==> config.mk <==
export PLATFORM = sky130hd
export DESIGN_NAME = fmps_collect_multilink
export DESIGN_NICKNAME = d
export VERILOG_FILES = /design/src/rtl/fmps_collect_pkg.sv /design/src/rtl/fmps_miss_counters.sv /design/src/rtl/fmps_collect_multilink.sv
export SDC_FILE = /design/constraint.sdc
export NUM_CORES = 1
export LEC_CHECK = 0
export ABC_AREA = 1
export BUFFER_PORTS_ARGS = -buffer_cell sky130_fd_sc_hd__buf_2
export CORE_MARGIN = 3
export CORE_UTILIZATION = 60
export DETAILED_ROUTE_END_ITERATION = 8
export GPL_TIMING_DRIVEN = 0
export PLACE_DENSITY = 0.86
export SYNTH_ARGS = -nofsm -noshare
export SYNTH_HDL_FRONTEND = slang
export SYNTH_SLANG_ARGS = --single-unit
==> constraint.sdc <==
create_clock -name sysClk -period 15 [get_ports sysClk]
set_input_delay 1.5 -clock sysClk [delete_from_list [all_inputs] [get_ports sysClk]]
set_output_delay 1.5 -clock sysClk [all_outputs]
set_load 0.01 [all_outputs]
==> src/rtl/fmps_collect_pkg.sv <==
// Shared types and helpers for the FMPS multi-link collector.
// FSM state encoding, the success status code, the sysClk-to-microsecond
// divide ratio and a node-bitmap popcount.
package fmps_collect_pkg;

    typedef enum logic [1:0] {
        ST_IDLE    = 2'd0,
        ST_ACTIVE  = 2'd1,
        ST_DONE    = 2'd2,
        ST_TIMEOUT = 2'd3
    } fmps_state_t;

    localparam logic [1:0] ST_SUCCESS = 2'd0;

    // Widest node bitmap handled by popcount (INDEX_WIDTH up to 8).
    localparam int MAX_NODES = 256;
    localparam int CNT_W     = 9;

    // sysClk cycles per microsecond.
    function automatic int US_DIV(input int rate);
        return rate / 1000000;
    endfunction

    function automatic logic [CNT_W-1:0] popcount(input logic [MAX_NODES-1:0] v);
        logic [CNT_W-1:0] n;
        n = '0;
        for (int i = 0; i < MAX_NODES; i++) begin
            n = n + CNT_W'(v[i]);
        end
        return n;
    endfunction

endpackage

==> src/rtl/fmps_miss_counters.sv <==
// Per-node 8-bit saturating miss counters with a registered read port.
// Only instantiated when FMPS_MISS_COUNT_EN is defined.
module fmps_miss_counters #(
    parameter int INDEX_WIDTH = 5
) (
    input  logic                          i_clk,
    input  logic                          i_rst_n,
    input  logic                          i_fa_strobe,
    input  logic [INDEX_WIDTH:0]          i_fmps_count,
    input  logic [(1<<INDEX_WIDTH)-1:0]   i_bitmap_all,
    input  logic                          i_miss_clear,
    input  logic [INDEX_WIDTH-1:0]        i_rd_addr,
    output logic [7:0]                    o_rd_data
);

    localparam int NODES = 1 << INDEX_WIDTH;

    logic [7:0] r_cnt [NODES];
    logic [7:0] r_rd_data;

    // Count a miss for every expected node absent from the outgoing bitmap; clear wins.
    always_ff @(posedge i_clk or negedge i_rst_n) begin
        if (!i_rst_n) begin
            for (int i = 0; i < NODES; i++) r_cnt[i] <= '0;
        end else if (i_miss_clear) begin
            for (int i = 0; i < NODES; i++) r_cnt[i] <= '0;
        end else if (i_fa_strobe) begin
            for (int i = 0; i < NODES; i++) begin
                if (((INDEX_WIDTH+1)'(i) < i_fmps_count) && !i_bitmap_all[i] &&
                    (r_cnt[i] != 8'hFF)) begin
                    r_cnt[i] <= r_cnt[i] + 8'd1;
                end
            end
        end
    end

    // Registered read port, one cycle of latency.
    always_ff @(posedge i_clk or negedge i_rst_n) begin
        if (!i_rst_n) r_rd_data <= '0;
        else          r_rd_data <= r_cnt[i_rd_addr];
    end

    assign o_rd_data = r_rd_data;

endmodule

==> src/rtl/fmps_collect_multilink.sv <==
// FMPS multi-link status collector: merges per-link node reports into
// received/enabled bitmaps and declares each FA-cycle readout complete or
// timed out against a programmable microsecond limit.
// Optional per-node miss counters are built when FMPS_MISS_COUNT_EN is defined.
//
// state      | meaning
// -----------+-----------------------------------------------------
// ST_IDLE    | after reset, waiting for the first FAstrobe
// ST_ACTIVE  | collecting reports, microsecond timer running
// ST_DONE    | all expected nodes heard, readoutValid high
// ST_TIMEOUT | timer reached timeoutLimit before completion
module fmps_collect_multilink
    import fmps_collect_pkg::*;
#(
    parameter int SYSCLK_RATE = 100000000,
    parameter int NUM_LINKS   = 2,
    parameter int INDEX_WIDTH = 5,
    parameter int TIMER_WIDTH = 8,
    parameter int SEQNO_WIDTH = 3
) (
    input  logic                              sysClk,
    input  logic                              sysResetN,
    input  logic                              FAstrobe,
    input  logic [INDEX_WIDTH:0]              fmpsCount,
    input  logic [TIMER_WIDTH-1:0]            timeoutLimit,
    input  logic [NUM_LINKS-1:0]              linkInhibit,
    input  logic [NUM_LINKS-1:0]              statusValid,
    input  logic [NUM_LINKS*INDEX_WIDTH-1:0]  statusIndex,
    input  logic [NUM_LINKS*2-1:0]            statusCode,
    input  logic [NUM_LINKS-1:0]              statusEnabled,
    output logic [(1<<INDEX_WIDTH)-1:0]       fmpsBitmapAll,
    output logic [(1<<INDEX_WIDTH)-1:0]       fmpsBitmapEnabled,
    output logic [(1<<INDEX_WIDTH)-1:0]       fmpsBitmapAllFASnapshot,
    output logic [(1<<INDEX_WIDTH)-1:0]       fmpsEnableBitmapFASnapshot,
    output logic                              fmpsEnabled,
    output logic                              readoutActive,
    output logic                              readoutValid,
    output logic                              timeoutStrobe,
    output logic                              lateStrobe,
    output logic [TIMER_WIDTH-1:0]            readoutTime,
    output logic [SEQNO_WIDTH-1:0]            seqno
`ifdef FMPS_MISS_COUNT_EN
    ,
    input  logic [INDEX_WIDTH-1:0]            missReadAddr,
    output logic [7:0]                        missReadData,
    input  logic                              missClear
`endif
);

    localparam int NODES = 1 << INDEX_WIDTH;
    localparam int DIV_N = US_DIV(SYSCLK_RATE);
    localparam int DIV_W = (DIV_N > 1) ? $clog2(DIV_N) : 1;
    localparam logic [DIV_W-1:0] DIV_RELOAD  = DIV_W'(DIV_N - 1);
    // Half-period preload rounds the elapsed time to the nearest microsecond.
    localparam logic [DIV_W-1:0] DIV_PRELOAD = (DIV_N >= 2) ? DIV_W'(DIV_N/2 - 1) : '0;

    fmps_state_t              r_state;
    logic [NODES-1:0]         r_bitmap_all;
    logic [NODES-1:0]         r_bitmap_en;
    logic [NODES-1:0]         r_snap_all;
    logic [NODES-1:0]         r_snap_en;
    logic                     r_fmps_enabled;
    logic                     r_timeout_stb;
    logic                     r_late_stb;
    logic [TIMER_WIDTH-1:0]   r_timer;
    logic [TIMER_WIDTH-1:0]   r_readout_time;
    logic [SEQNO_WIDTH-1:0]   r_seqno;
    logic [DIV_W-1:0]         r_div;

    logic [NODES-1:0]         w_hit_all;
    logic [NODES-1:0]         w_hit_en;
    logic                     w_any_acc;
    logic [CNT_W-1:0]         w_cnt_all;
    logic [CNT_W-1:0]         w_cnt_en;
    logic [CNT_W-1:0]         w_count_ext;
    logic                     w_done;
    logic                     w_tmo;

    // Decode accepted reports from all links into per-node hit masks.
    always_comb begin
        w_hit_all = '0;
        w_hit_en  = '0;
        w_any_acc = 1'b0;
        for (int k = 0; k < NUM_LINKS; k++) begin
            if (statusValid[k] && !linkInhibit[k] && (statusCode[k*2 +: 2] == ST_SUCCESS)) begin
                w_any_acc = 1'b1;
                w_hit_all[statusIndex[k*INDEX_WIDTH +: INDEX_WIDTH]] = 1'b1;
                if (statusEnabled[k]) begin
                    w_hit_en[statusIndex[k*INDEX_WIDTH +: INDEX_WIDTH]] = 1'b1;
                end
            end
        end
    end

    assign w_cnt_all   = popcount(MAX_NODES'(r_bitmap_all));
    assign w_cnt_en    = popcount(MAX_NODES'(r_bitmap_en));
    assign w_count_ext = CNT_W'(fmpsCount);
    assign w_done      = (w_cnt_all == w_count_ext);
    assign w_tmo       = (timeoutLimit != '0) && (r_timer >= timeoutLimit);

    // Readout FSM with bitmap accumulation, microsecond timer and result capture.
    always_ff @(posedge sysClk or negedge sysResetN) begin
        if (!sysResetN) begin
            r_state        <= ST_IDLE;
            r_bitmap_all   <= '0;
            r_bitmap_en    <= '0;
            r_snap_all     <= '0;
            r_snap_en      <= '0;
            r_fmps_enabled <= 1'b0;
            r_timeout_stb  <= 1'b0;
            r_late_stb     <= 1'b0;
            r_timer        <= '0;
            r_readout_time <= '0;
            r_seqno        <= '0;
            r_div          <= '0;
        end else begin
            r_timeout_stb <= 1'b0;
            r_late_stb    <= 1'b0;
            if (FAstrobe) begin
                r_state      <= ST_ACTIVE;
                r_snap_all   <= r_bitmap_all;
                r_snap_en    <= r_bitmap_en;
                r_bitmap_all <= '0;
                r_bitmap_en  <= '0;
                r_timer      <= '0;
                r_div        <= DIV_PRELOAD;
            end else if (r_state == ST_ACTIVE) begin
                r_bitmap_all <= r_bitmap_all | w_hit_all;
                r_bitmap_en  <= r_bitmap_en | w_hit_en;
                if (r_div == '0) begin
                    r_div <= DIV_RELOAD;
                    if (r_timer != '1) r_timer <= r_timer + TIMER_WIDTH'(1);
                end else begin
                    r_div <= r_div - DIV_W'(1);
                end
                if (w_done) begin
                    r_state        <= ST_DONE;
                    r_fmps_enabled <= (w_cnt_en == w_count_ext);
                    r_seqno        <= r_seqno + SEQNO_WIDTH'(1);
                    r_readout_time <= r_timer;
                end else if (w_tmo) begin
                    r_state        <= ST_TIMEOUT;
                    r_timeout_stb  <= 1'b1;
                    r_fmps_enabled <= 1'b0;
                    r_readout_time <= r_timer;
                end
            end else begin
                r_late_stb <= w_any_acc;
            end
        end
    end

    assign fmpsBitmapAll              = r_bitmap_all;
    assign fmpsBitmapEnabled          = r_bitmap_en;
    assign fmpsBitmapAllFASnapshot    = r_snap_all;
    assign fmpsEnableBitmapFASnapshot = r_snap_en;
    assign fmpsEnabled                = r_fmps_enabled;
    assign readoutActive              = (r_state == ST_ACTIVE);
    assign readoutValid               = (r_state == ST_DONE);
    assign timeoutStrobe              = r_timeout_stb;
    assign lateStrobe                 = r_late_stb;
    assign readoutTime                = r_readout_time;
    assign seqno                      = r_seqno;

`ifdef FMPS_MISS_COUNT_EN
    fmps_miss_counters #(
        .INDEX_WIDTH (INDEX_WIDTH)
    ) u_miss (
        .i_clk        (sysClk),
        .i_rst_n      (sysResetN),
        .i_fa_strobe  (FAstrobe),
        .i_fmps_count (fmpsCount),
        .i_bitmap_all (r_bitmap_all),
        .i_miss_clear (missClear),
        .i_rd_addr    (missReadAddr),
        .o_rd_data    (missReadData)
    );
`endif

endmodule

* After elaboration in Yosys (flattened, before gate mapping)
Index checks and enable logic that the tools add are counted.
** Storage, ports and cells
- Output and inout port bits :: 144
- RAM bits :: 0
- Bits in latches :: 0
- Word-level logic and storage cells :: 151
- Bits in read-only memories :: 0
- Bits in registers :: 159
- Memories :: 0
- Input bits :: 37
** Operators by class
- Reductions and logical operators :: 22
- Order comparisons :: 5
- Divide/modulo/power cells :: 0
- Multipliers :: 0
- Eq/ne operators :: 5
- Shift operators :: 0
- Multiplexer cells :: 37
- Add/subtract/negate cells :: 65
- Bitwise logic cells :: 5
** Operators with widths (number)
- adder 9 x 1 -> 9 bit :: 46
- two-way mux 32 bit :: 10
- OR 32 bit :: 4
- two-way mux 8 bit :: 6
- two-way mux 7 bit :: 3
- adder 8 x 1 -> 9 bit :: 2
- == test 9 x 6 -> 1 bit :: 2
- adder 7 x 1 -> 8 bit :: 2
- adder 6 x 1 -> 7 bit :: 2
- adder 5 x 1 -> 6 bit :: 2
- less-than comparator 5 x 6 -> 1 bit (second input constant) :: 2
- two-way mux 1 bit :: 12
- adder 4 x 1 -> 5 bit :: 2
- demux 1 bit (select 5 bit) :: 2
- greater-or-equal comparator 5 x 1 -> 1 bit (second input constant) :: 2
- AND reduction 3 bit :: 3
- adder 3 x 1 -> 4 bit :: 2
- adder 8 x 1 -> 8 bit (second input constant) :: 1
- greater-or-equal comparator 8 bit :: 1
- two-way mux 2 bit :: 4
- inequality test 8 bit (second input constant) :: 1
- nonzero test 2 bit :: 4
- nonzero test 8 bit :: 1
- logical AND 1 bit :: 7
- other kinds (12) :: 16

* Depth between registers and ports, before layout
Gate-level depths: netlist of run 1.
- Depth in word-level cells :: 35
- Gate-level depth with buffers :: 25

* Worst setup path after synthesis of run 1
OpenSTA, ideal clock, no wires.
- Path type :: flip-flop to flip-flop
- From :: register r_bitmap_all[5] (netlist: fmpsBitmapAll[5])
- To :: register r_readout_time[2] (netlist: readoutTime[2])
- Cell stages (with the launch flop) :: 23
- Slack :: 9.785 ns
- Required time :: 14.883 ns
- Data arrival time :: 5.098 ns
- Period minus slack after synthesis :: 5.215 ns
- Setup time :: 0.117 ns
- Buffers on the path :: 1
- Cell sequence :: dfrtp_1 > inv_1 > fa_1 > inv_1 > fa_1 > fa_1 > fa_1 > fa_1 > inv_1 > fa_1 > inv_1 > ha_1 > inv_1 > fa_1 > nand2_1 > inv_1 > nor3_1 > nand2_1 > nor2_2 > nand3_4 > buf_6 > nand3_2 > nand2_1
** On the way
- Cells in the longest elaborated chain, start to end :: 30
- Elaborated cells on any way between the ends :: 31
- Classes of those cells :: 27 x add/sub; 1 x eq/ne; 1 x mux; 2 x reduce/logical
** Ends and longest elaborated chain
- start, declared :: RTL line fmps_collect_multilink.sv:58 : logic [NODES-1:0] r_bitmap_all;
- start signal, assigned :: RTL line fmps_collect_multilink.sv:128 : r_bitmap_all <= r_bitmap_all | w_hit_all;
- adder 5 x 1 -> 6 bit (*) :: RTL line fmps_collect_pkg.sv:28 : n = n + CNT_W'(v[i]);
- adder 6 x 1 -> 7 bit (*) :: RTL line fmps_collect_pkg.sv:28
- adder 7 x 1 -> 8 bit (*) :: RTL line fmps_collect_pkg.sv:28
- adder 8 x 1 -> 9 bit (*) :: RTL line fmps_collect_pkg.sv:28
- adder 9 x 1 -> 9 bit (*) (23 in a row) :: RTL line fmps_collect_pkg.sv:28
- == test 9 x 6 -> 1 bit (*) :: RTL line fmps_collect_multilink.sv:98 : assign w_done = (w_cnt_all == w_count_ext);
- nonzero test 2 bit (no line)
- AND reduction 3 bit (no line)
- end signal, assigned :: RTL line fmps_collect_multilink.sv:140 : r_readout_time <= r_timer;
- end signal, assigned :: RTL line fmps_collect_multilink.sv:145 : r_readout_time <= r_timer;
- end, declared :: RTL line fmps_collect_multilink.sv:66 : logic [TIMER_WIDTH-1:0] r_readout_time;
Every way passes the cells marked *; elsewhere a longest branch is shown, timed or not.
A chain may end at the register's enable or synchronous reset.

* Worst setup path after layout of run 1
- From :: register r_bitmap_all[0] (netlist: fmpsBitmapAll[0])
- To :: register r_readout_time[4] (netlist: readoutTime[4])
** On the way
- Cells in the longest elaborated chain, start to end :: 34
- Elaborated cells on any way between the ends :: 35
- Classes of those cells :: 31 x add/sub; 1 x eq/ne; 1 x mux; 2 x reduce/logical
** Ends and longest elaborated chain (RTL line)
- adder 1 x 1 -> 2 bit (*) :: fmps_collect_pkg.sv:28
- adder 2 x 1 -> 3 bit (*) :: fmps_collect_pkg.sv:28
- adder 3 x 1 -> 4 bit (*) :: fmps_collect_pkg.sv:28
- adder 4 x 1 -> 5 bit (*) :: fmps_collect_pkg.sv:28
- adder 5 x 1 -> 6 bit (*) :: fmps_collect_pkg.sv:28
- adder 6 x 1 -> 7 bit (*) :: fmps_collect_pkg.sv:28
- adder 7 x 1 -> 8 bit (*) :: fmps_collect_pkg.sv:28
- adder 8 x 1 -> 9 bit (*) :: fmps_collect_pkg.sv:28
- adder 9 x 1 -> 9 bit (*) (23 in a row) :: fmps_collect_pkg.sv:28
- == test 9 x 6 -> 1 bit (*) :: fmps_collect_multilink.sv:98
- nonzero test 2 bit (no line)
- AND reduction 3 bit (no line)
Marks and branches as above.

==> results of run 1 <==
cell usage after synthesis, types with 2 or more instances:
library cell	number
nand2_2	3
buf_1	8
nor3_4	8
fa_1	48
o22ai_1	25
buf_2	5
inv_2	9
nand3_1	21
nand4_1	4
ha_1	25
nand2_1	340
o31ai_1	2
nor2_1	70
a21oi_1	74
buf_6	2
clkbuf_1	23
nor4_1	2
o31ai_2	3
nor3_1	17
inv_1	154
xnor2_1	7
nor2_2	6
dfrtp_1	159
xor2_1	13
o21ai_0	40
o21ai_2	2
nand3_2	6
per-stage QoR:
step / instance area, sq um / worst slack (ns) / cells / utilization
final: 10800 / 9.31 / 1479 / 0.738
after global routing: 10800 / 9.12 / 1479 / 0.738
after CTS: 10800 / 9.33 / 1479 / 0.738
after detailed placement: 10300 / 9.33 / 1447 / 0.698
after global placement: 10200 / 9.39 / 1446 / 0.696
after floorplan: 9110 / 9.79 / 1085 / -
area by class of cell:
type / count / area, sq um / share of cell area
buffer: 38 / 164 / 0.0151
clock buffer: 23 / 478 / 0.0441
clock inverter: 9 / 109 / 0.0100
inverter: 163 / 612 / 0.0564
multi-input combinational: 725 / 4350 / 0.401
sequential: 159 / 3980 / 0.367
tap: 184 / 230 / 0.0212
timing repair buffer: 178 / 920 / 0.0848
flip-flops by register name (all words and copies together), names as in the netlist:
signal / count
lateStrobe: 1
r_state: 2
fmpsEnabled: 1
fmpsBitmapEnabled: 32
r_timer: 8
timeoutStrobe: 1
seqno: 3
fmpsBitmapAll: 32
fmpsBitmapAllFASnapshot: 32
readoutTime: 8
r_div: 7
fmpsEnableBitmapFASnapshot: 32
critical path, stage by stage, from the launching register on:
cell and delay, ns:
dfrtp_1 0.48, fa_1 0.64, fa_1 0.46, fa_1 0.50
fa_1 0.53, fa_1 0.52, inv_1 0.05, fa_1 0.50
inv_1 0.06, ha_1 0.22, inv_1 0.08, fa_1 0.45
nand2_1 0.09, inv_1 0.04, nor3_1 0.18, nand2_1 0.10
nor2_2 0.20, nand3_4 0.17, buf_6 0.20, nand3_2 0.07
nand2_1 0.05
power groups by stage:
stage                     sequential, uW  combinational, uW  clock, uW
after floorplan                      459               47.1          0
after global placement               456               87.6          0
after detailed placement             457               91.5          0
after CTS                            449               92.8        436
after global routing                 450                103        456
final                                449               93.1        436
cell families after synthesis:
kind of cell | share of synthesized area
AO/OA/AOI/OAI | 0.0907
XOR/XNOR | 0.0192
adder cells (fa/ha/maj) | 0.140
buffers and inverters | 0.0852
flip-flops | 0.437
AND/OR/NAND/NOR | 0.228
routing by layer:
| metal | vias to the layer above | global-route usage | part of all wire |
|---|---|---|---|
| met2 | 388 | 0.531 | 0.47 |
| met4 | 0 | 0.114 | 0.028 |
| met1 | 3931 | 0.462 | 0.42 |
| li1 | 3781 | - | - |
| met5 | - | 0 | 0 |
| met3 | 57 | 0.0705 | 0.079 |
worst max path at each step:
stage,from,end,slack (ns),depth (start not counted)
floorplan,fmpsBitmapAll[5],readoutTime[2],9.79,22
global placement,fmpsBitmapAll[0],readoutTime[2],9.39,20
detailed placement,fmpsBitmapAll[0],readoutTime[1],9.33,20
CTS,fmpsBitmapAll[0],readoutTime[1],9.33,20
global route,fmpsBitmapAll[0],readoutTime[3],9.12,20
finish,fmpsBitmapAll[0],readoutTime[4],9.31,20
==> metrics.txt, run 1 <==
Syn Nets 1195; Synth area leader dfrtp_1; Post-synth EDFFs 0; antenna cells 0; mapped cell area 9110 sq um; Comb pwr share 0.095; Fin Setup TNS 0 ns; number of fill cells 1114; R2R cell count 20; worst setup path class reg -> reg; register area share after synthesis 0.437; PortBufs 177; skew final 0.00798 ns; Netlist cell types 36; DRT iter0 DRCs 805; P_sw 251 uW; CTS max path bufs 2; TritonCTS clock tree done; R2R Setup Slk 9.31 ns; total gr overflow 0; Tot GR Track Use 0.334; Die Ht 129 um; Synth Flop Type dfrtp_1; Pre-antenna DRT Iters 5; Post-DRT Antenna Nets 0; crit path DAT 6.02 ns; synth warn 0; Static Leakage 0.00599 uW; first-pass GRT wire length 42300 um; worst vdd ir 0.0734 mV; hpwl dp 20000 um; RSZ-0062 raised after global routing false; Mapped Avg Cell Area 8.39 sq um; MaxCap Viol Count 0; Syn Inst Count 1085; DR vias/cell 5.52; Synth-to-Final Area Change 19.1%; PwrDens 90.2 nW/um^2; Final nets 1392; vias in the first global route 7942; largest net degree at the start of global routing 100; Min Clock Period, post-route 5.69 ns; clk root buf clkbuf_16; worst hold path type reg -> reg; die area 16700 sq um; Rows 44; Final Power 979 uW; Setup Buffers After CTS 0; FF-to-FF Start fmpsBitmapAll[0]; reg2reg end readoutTime[4]; Max-Slew Margin vs Limit 0.456; fmax 176 MHz; CTS clk-pin slew, worst paths 0.06 ns; final WL 26700 um; Core ar. 14700 sq um; Worst-Skew Late Latency 0.43 ns; clk sinks 159; DRC errors left 0; HP Start fmpsEnableBitmapFASnapshot[29]; Initial Util 0.620; Critical Path End Type flop; pin slew with the least headroom to its limit 0.816 ns; worst-path fanout max 10; CTS H-Tree Depth 4; Clock power frac 0.446; CP required 15.32 ns; Die W 129 um; RePlAce Congestion 0.985; hold buffers post-CTS 0; most frequent cells in the layout nand2_1, buf_2, dfrtp_1; status complete, no violations; # IOs 181; worst hold path depth 2; initial antenna violation count 0; sw frac 0.257; WHS 0.465 ns; Final Hold Viols 0; period utilization 0.380; setup violators final 0; post-DR wirelength/cell 18.1 um; WHS Endpoint fmpsEnableBitmapFASnapshot[29]; Synth top area share 0.437; TritonCTS buffer count 17; layout cells sized above 1 0.197; sequential share of power 0.459; Int Pwr 728 uW; via count 8157; top post-synthesis cells by area dfrtp_1, nand2_1, fa_1; post_cts resized 0; Max Slew Vio Count 0; synthesized flop and latch total 159; commonest non-fill, non-tap cell in the layout nand2_1; fraction of registers with async set/reset 1.00; crit start category flop
Power figures use the tool's default switching activity.
==> inputs of run 2 (changes only) <==
CORE_UTILIZATION = 51   (was 60)
PLACE_DENSITY = 0.78   (was 0.86)
clock period = 4.6 ns   (was 15 ns; I/O delays follow)
==> run 2 against run 1 <==
  * The run now ends with setup timing left
  * Maximum frequency rose by 5.1%
  * Combinational power grew to 3.3 times the previous value
  * Via count shrank 0.34%
  * Global-route usage fell by 4.7 points
  * Utilization decreased by 10 points
  * Sequential cell count is the same
==> metrics.txt, run 2 (synthesized netlist as in run 1, its figures left out) <==
Rows 48; worst-path fanout max 5; area of the multi-input gates 4410 sq um; via count 8129; CTS max path bufs 2; CTS H-Tree Depth 4; Core ar. 17400 sq um; P_sw 840 uW; worst vdd ir 0.250 mV; slowest CP cell fa_1; clk sinks 159; final setup margin -0.820 ns; Max-Slew Margin vs Limit 0.410; TritonCTS buffer count 17; crit-path most repeated cell fa_1; total gr overflow 0; first-pass GRT wire length 43600 um; skew final 0.0116 ns; Final Hold Viols 0; status finished, violations left; worst setup path class reg -> reg; Crit path largest cell delay 0.57 ns; Fin Setup TNS -11.62 ns; Max Slew Vio Count 0; Initial Util 0.523; clk root buf clkbuf_16; MaxCap Viol Count 0; crit path DAT 5.74 ns; commonest non-fill, non-tap cell in the layout nand2_1; Comb pwr share 0.096; worst hold path type in -> reg; Min Clock Period, post-route 5.42 ns; Worst-Skew Late Latency 0.43 ns; Static Leakage 0.00609 uW; most frequent cells in the layout nand2_1, buf_2, dfrtp_1; TritonCTS clock tree done; failing checks setup timing; # IOs 181; pin slew with the least headroom to its limit 0.879 ns; largest net degree at the start of global routing 97; final WL 27300 um; Storage cell area 3980 sq um; Die W 140 um; CTS clk-pin slew, worst paths 0.07 ns; Final nets 1405; fin util 0.636; RSZ-0062 raised after global routing true; period utilization 1.18; Synth-to-Final Area Change 21.7%; fmax 185 MHz; crit start category flop; die area 19500 sq um; crit path cell chain fa_1 -> fa_1 -> inv_2 -> fa_1 -> inv_1 -> fa_1 -> fa_1 -> inv_1 -> fa_1 -> inv_2 -> ha_4 -> inv_2 -> fa_2 -> nand2_1 -> inv_1 -> nor3_2 -> nand2_1 -> nor2_4 -> nand3_4 -> buf_4 -> nand3_1 -> nand2_1; number of fill cells 1467; PwrDens 289 nW/um^2; RePlAce Congestion 0.938; Tot GR Track Use 0.287; PortBufs 177; DRT iter0 DRCs 649; post-DR wirelength/cell 17.8 um; hpwl dp 20600 um; Post-DRT Antenna Nets 0; CP required 4.92 ns; Die Ht 140 um; vias in the first global route 8129; sw frac 0.262; DRC errors left 0; sequential share of power 0.457; setup violators final 15; Pre-antenna DRT Iters 6; DR vias/cell 5.31; Critical Path End Type flop; layout cells sized above 1 0.220; initial antenna violation count 0; Int Pwr 2370 uW; antenna cells 0; Clock power frac 0.446
## run 2: worst max-delay path: cells and delay by family (launching register included)
kind                       cells  cell delay (ns)
and+or+nand+nor                7             0.76
adders and majority gates      8             3.67
DFF                            1             0.40
buffers and inverters          7             0.45
## run 2: path summary, 6_finish.rpt
kind / endpoint / cells after the start / from / slack (ns)
worst max register to register: fmpsEnabled / 22 / fmpsBitmapAll[19] / -0.82
worst min register to register: fmpsBitmapAllFASnapshot[24] / 2 / fmpsBitmapAllFASnapshot[24] / 0.46
worst max-delay path: fmpsEnabled / 22 / fmpsBitmapAll[19] / -0.82
min in group asynchronous: fmpsBitmapAllFASnapshot[4] / 2 / sysResetN / 0.56
worst min-delay path: lateStrobe / 3 / statusValid[1] / 0.46
max in group asynchronous: fmpsBitmapAllFASnapshot[31] / 3 / sysResetN / 3.21
## run 2: per-stage QoR
step / area, sq um / instances / power [uW] / hold WS, ns / setup slack (ns)
floorplan: 9120 / 1085 / 1650 / 0.164 / -0.522
global placement: 10300 / 1487 / 1780 / 0.450 / -0.815
detailed placement: 10300 / 1488 / 1790 / 0.429 / -0.875
CTS: 11000 / 1529 / 3210 / 0.444 / -0.805
global route: 11100 / 1532 / 3320 / 0.486 / -1.00
finish: 11100 / 1532 / 3210 / 0.459 / -0.820
## run 2: layer usage
layer	share of wire	track usage	vias up
met5	0	0	-
met4	0.026	0.0923	0
met3	0.071	0.0526	52
met2	0.49	0.477	329
met1	0.42	0.387	3945
li1	-	-	3803
## run 2: repair_timing
action,4_1_cts,5_1_grt
setup endpoints to repair,15,15
hold buffers,1,0
resized for setup,9,12
pin swaps,10,4
endpoints found under the hold margin,51,0
buffers inserted,9,3
## run 2: power by group through the flow
| stage | registers, uW | logic [uW] | clock network [uW] |
|---|---|---|---|
| detailed placement | 1490 | 299 | 0 |
| CTS | 1460 | 305 | 1440 |
| floorplan | 1500 | 155 | 0 |
| global route | 1470 | 346 | 1500 |
| finish | 1470 | 309 | 1430 |
| global placement | 1490 | 289 | 0 |
## run 2: final cells by class
type,count,area share
clock buffer,19,0.0409
buffer,38,0.0156
multi-input combinational,725,0.398
inverter,163,0.0554
clock inverter,12,0.0123
sequential,159,0.359
timing repair buffer,191,0.0933
tap,225,0.0254
==> inputs of run 3 (changes only) <==
SKIP_CTS_REPAIR_TIMING = 1   (was not set)
==> run 3 against run 2 <==
  * The flow still finishes with violations (setup timing)
  * Die area is the same
  * Sequential power hardly changed
  * Final cell count barely moved
  * Total power is essentially flat
  * Via count rose by 0.17%
  * Largest power group unchanged
==> metrics.txt, run 3 (synthesized netlist as in run 1, its figures left out) <==
commonest non-fill, non-tap cell in the layout nand2_1; Max Slew Vio Count 0; clk root buf clkbuf_16; worst vdd ir 0.250 mV; CTS max path bufs 2; final WL 27300 um; pin slew with the least headroom to its limit 0.896 ns; failing checks setup timing; MaxCap Viol Count 0; Worst-Skew Late Latency 0.44 ns; hpwl dp 20600 um; crit path DAT 5.81 ns; RePlAce Congestion 0.938; die area 19500 sq um; CP required 4.92 ns; non-filler cells, final 1531; fin util 0.636; design area 11100 sq um; final setup margin -0.882 ns; Max-Slew Margin vs Limit 0.403; Tot GR Track Use 0.285; Die W 140 um; worst hold path type in -> reg; worst-path fanout max 5; # IOs 181; Rows 48; DRT iter0 DRCs 637; TritonCTS clock tree done; Static Leakage 0.00608 uW; RSZ-0062 raised after global routing true; PwrDens 289 nW/um^2; FF-to-FF Start fmpsBitmapAll[23]; Core ar. 17400 sq um; WHS 0.447 ns; Pre-antenna DRT Iters 5; total gr overflow 0; CP startpoint fmpsBitmapAll[23]; PortBufs 177; initial antenna violation count 0; R2R cell count 22; Post-Place Cells 1488; antenna cells 0; vias in the first global route 8067; Critical Path End Type flop; crit start category flop; Post-DRT Antenna Nets 0; fmax 182 MHz; R2R Setup Slk -0.88 ns; layout cells sized above 1 0.218; Die Ht 140 um; post-DR wirelength/cell 17.8 um; via count 8143; reg2reg end r_state[0]; clk sinks 159; Final Hold Viols 0; Post-Place Cell Area 10300 sq um; first-pass GRT wire length 43200 um; CTS H-Tree Depth 4; Final nets 1404; TritonCTS buffer count 17; Initial Util 0.523; CTS clk-pin slew, worst paths 0.06 ns; Synth-to-Final Area Change 21.7%; most frequent cells in the layout nand2_1, buf_2, dfrtp_1; pre-CTS setup slack -0.875 ns; DRC errors left 0; skew final 0.0137 ns; Min Clock Period, post-route 5.48 ns; worst setup path class reg -> reg; status finished, violations left; setup violators final 15; period utilization 1.19; crit path to r_state[0]; DR vias/cell 5.32; largest net degree at the start of global routing 97
==> run 3: cell types whose count changed in the layout (fill, tap and decap cells not counted), moves of 2 or more <==
cell	before	now
dfrtp_1	158	155
nand3_1	18	20
dfrtp_2	1	4
buf_4	9	7
buf_6	4	2
nand3_2	9	7
nor2_2	7	5
==> run 3: where the power goes <==
part | switching, uW | leakage (uW) | internal [uW]
logic | 208 | 0.00360 | 99.7
registers | 30.1 | 0.00219 | 1430
clock network | 601 | 0.000294 | 830
==> run 3: critical path, stage by stage (launching register included) <==
cell and delay, ns:
dfrtp_2 0.44, fa_1 0.53, fa_1 0.55, inv_2 0.05
fa_1 0.49, inv_1 0.06, fa_1 0.48, fa_1 0.51
inv_1 0.05, fa_1 0.49, inv_2 0.05, ha_4 0.15
inv_2 0.05, fa_2 0.44, nand2_1 0.07, inv_1 0.04
nor3_2 0.17, nand2_1 0.10, nor2_4 0.18, nand3_4 0.14
clkbuf_16 0.20, nand2_1 0.07, inv_1 0.04
==> run 3: layout make-up <==
cell class | count | area [sq um]
fill | 1473 | 6330
multi-input combinational | 727 | 4420
sequential | 159 | 3980
timing repair buffer | 188 | 1020
inverter | 163 | 612
clock buffer | 19 | 453
tap | 225 | 282
buffer | 38 | 173
clock inverter | 12 | 136
==> run 3: how the worst min path moves through the flow <==
stage | from | to | slack [ns] | cells after the start
after global placement | fmpsBitmapAllFASnapshot[24] | fmpsBitmapAllFASnapshot[24] | 0.45 | 2
after CTS | sysResetN | fmpsBitmapAllFASnapshot[5] | -0.02 | 1
after global routing | fmpsCount[3] | fmpsEnabled | 0.46 | 6
after detailed placement | sysResetN | fmpsBitmapAllFASnapshot[7] | 0.43 | 1
after floorplan | sysResetN | fmpsBitmapAllFASnapshot[0] | 0.16 | 0
final | fmpsCount[3] | fmpsEnabled | 0.45 | 6
==> run 3: stage by stage <==
stage	total power [uW]	TNS [ns]
floorplan	1650	-6.95
global placement	1780	-11.35
detailed placement	1790	-12.24
CTS	3210	-13.81
global route	3320	-15.29
finish	3200	-12.68
==> run 3: per-layer routing <==
layer	global-route usage	wire, um
met3	0.0491	1900
met4	0.0913	709
met2	0.472	13300
met5	0	0
met1	0.385	11400
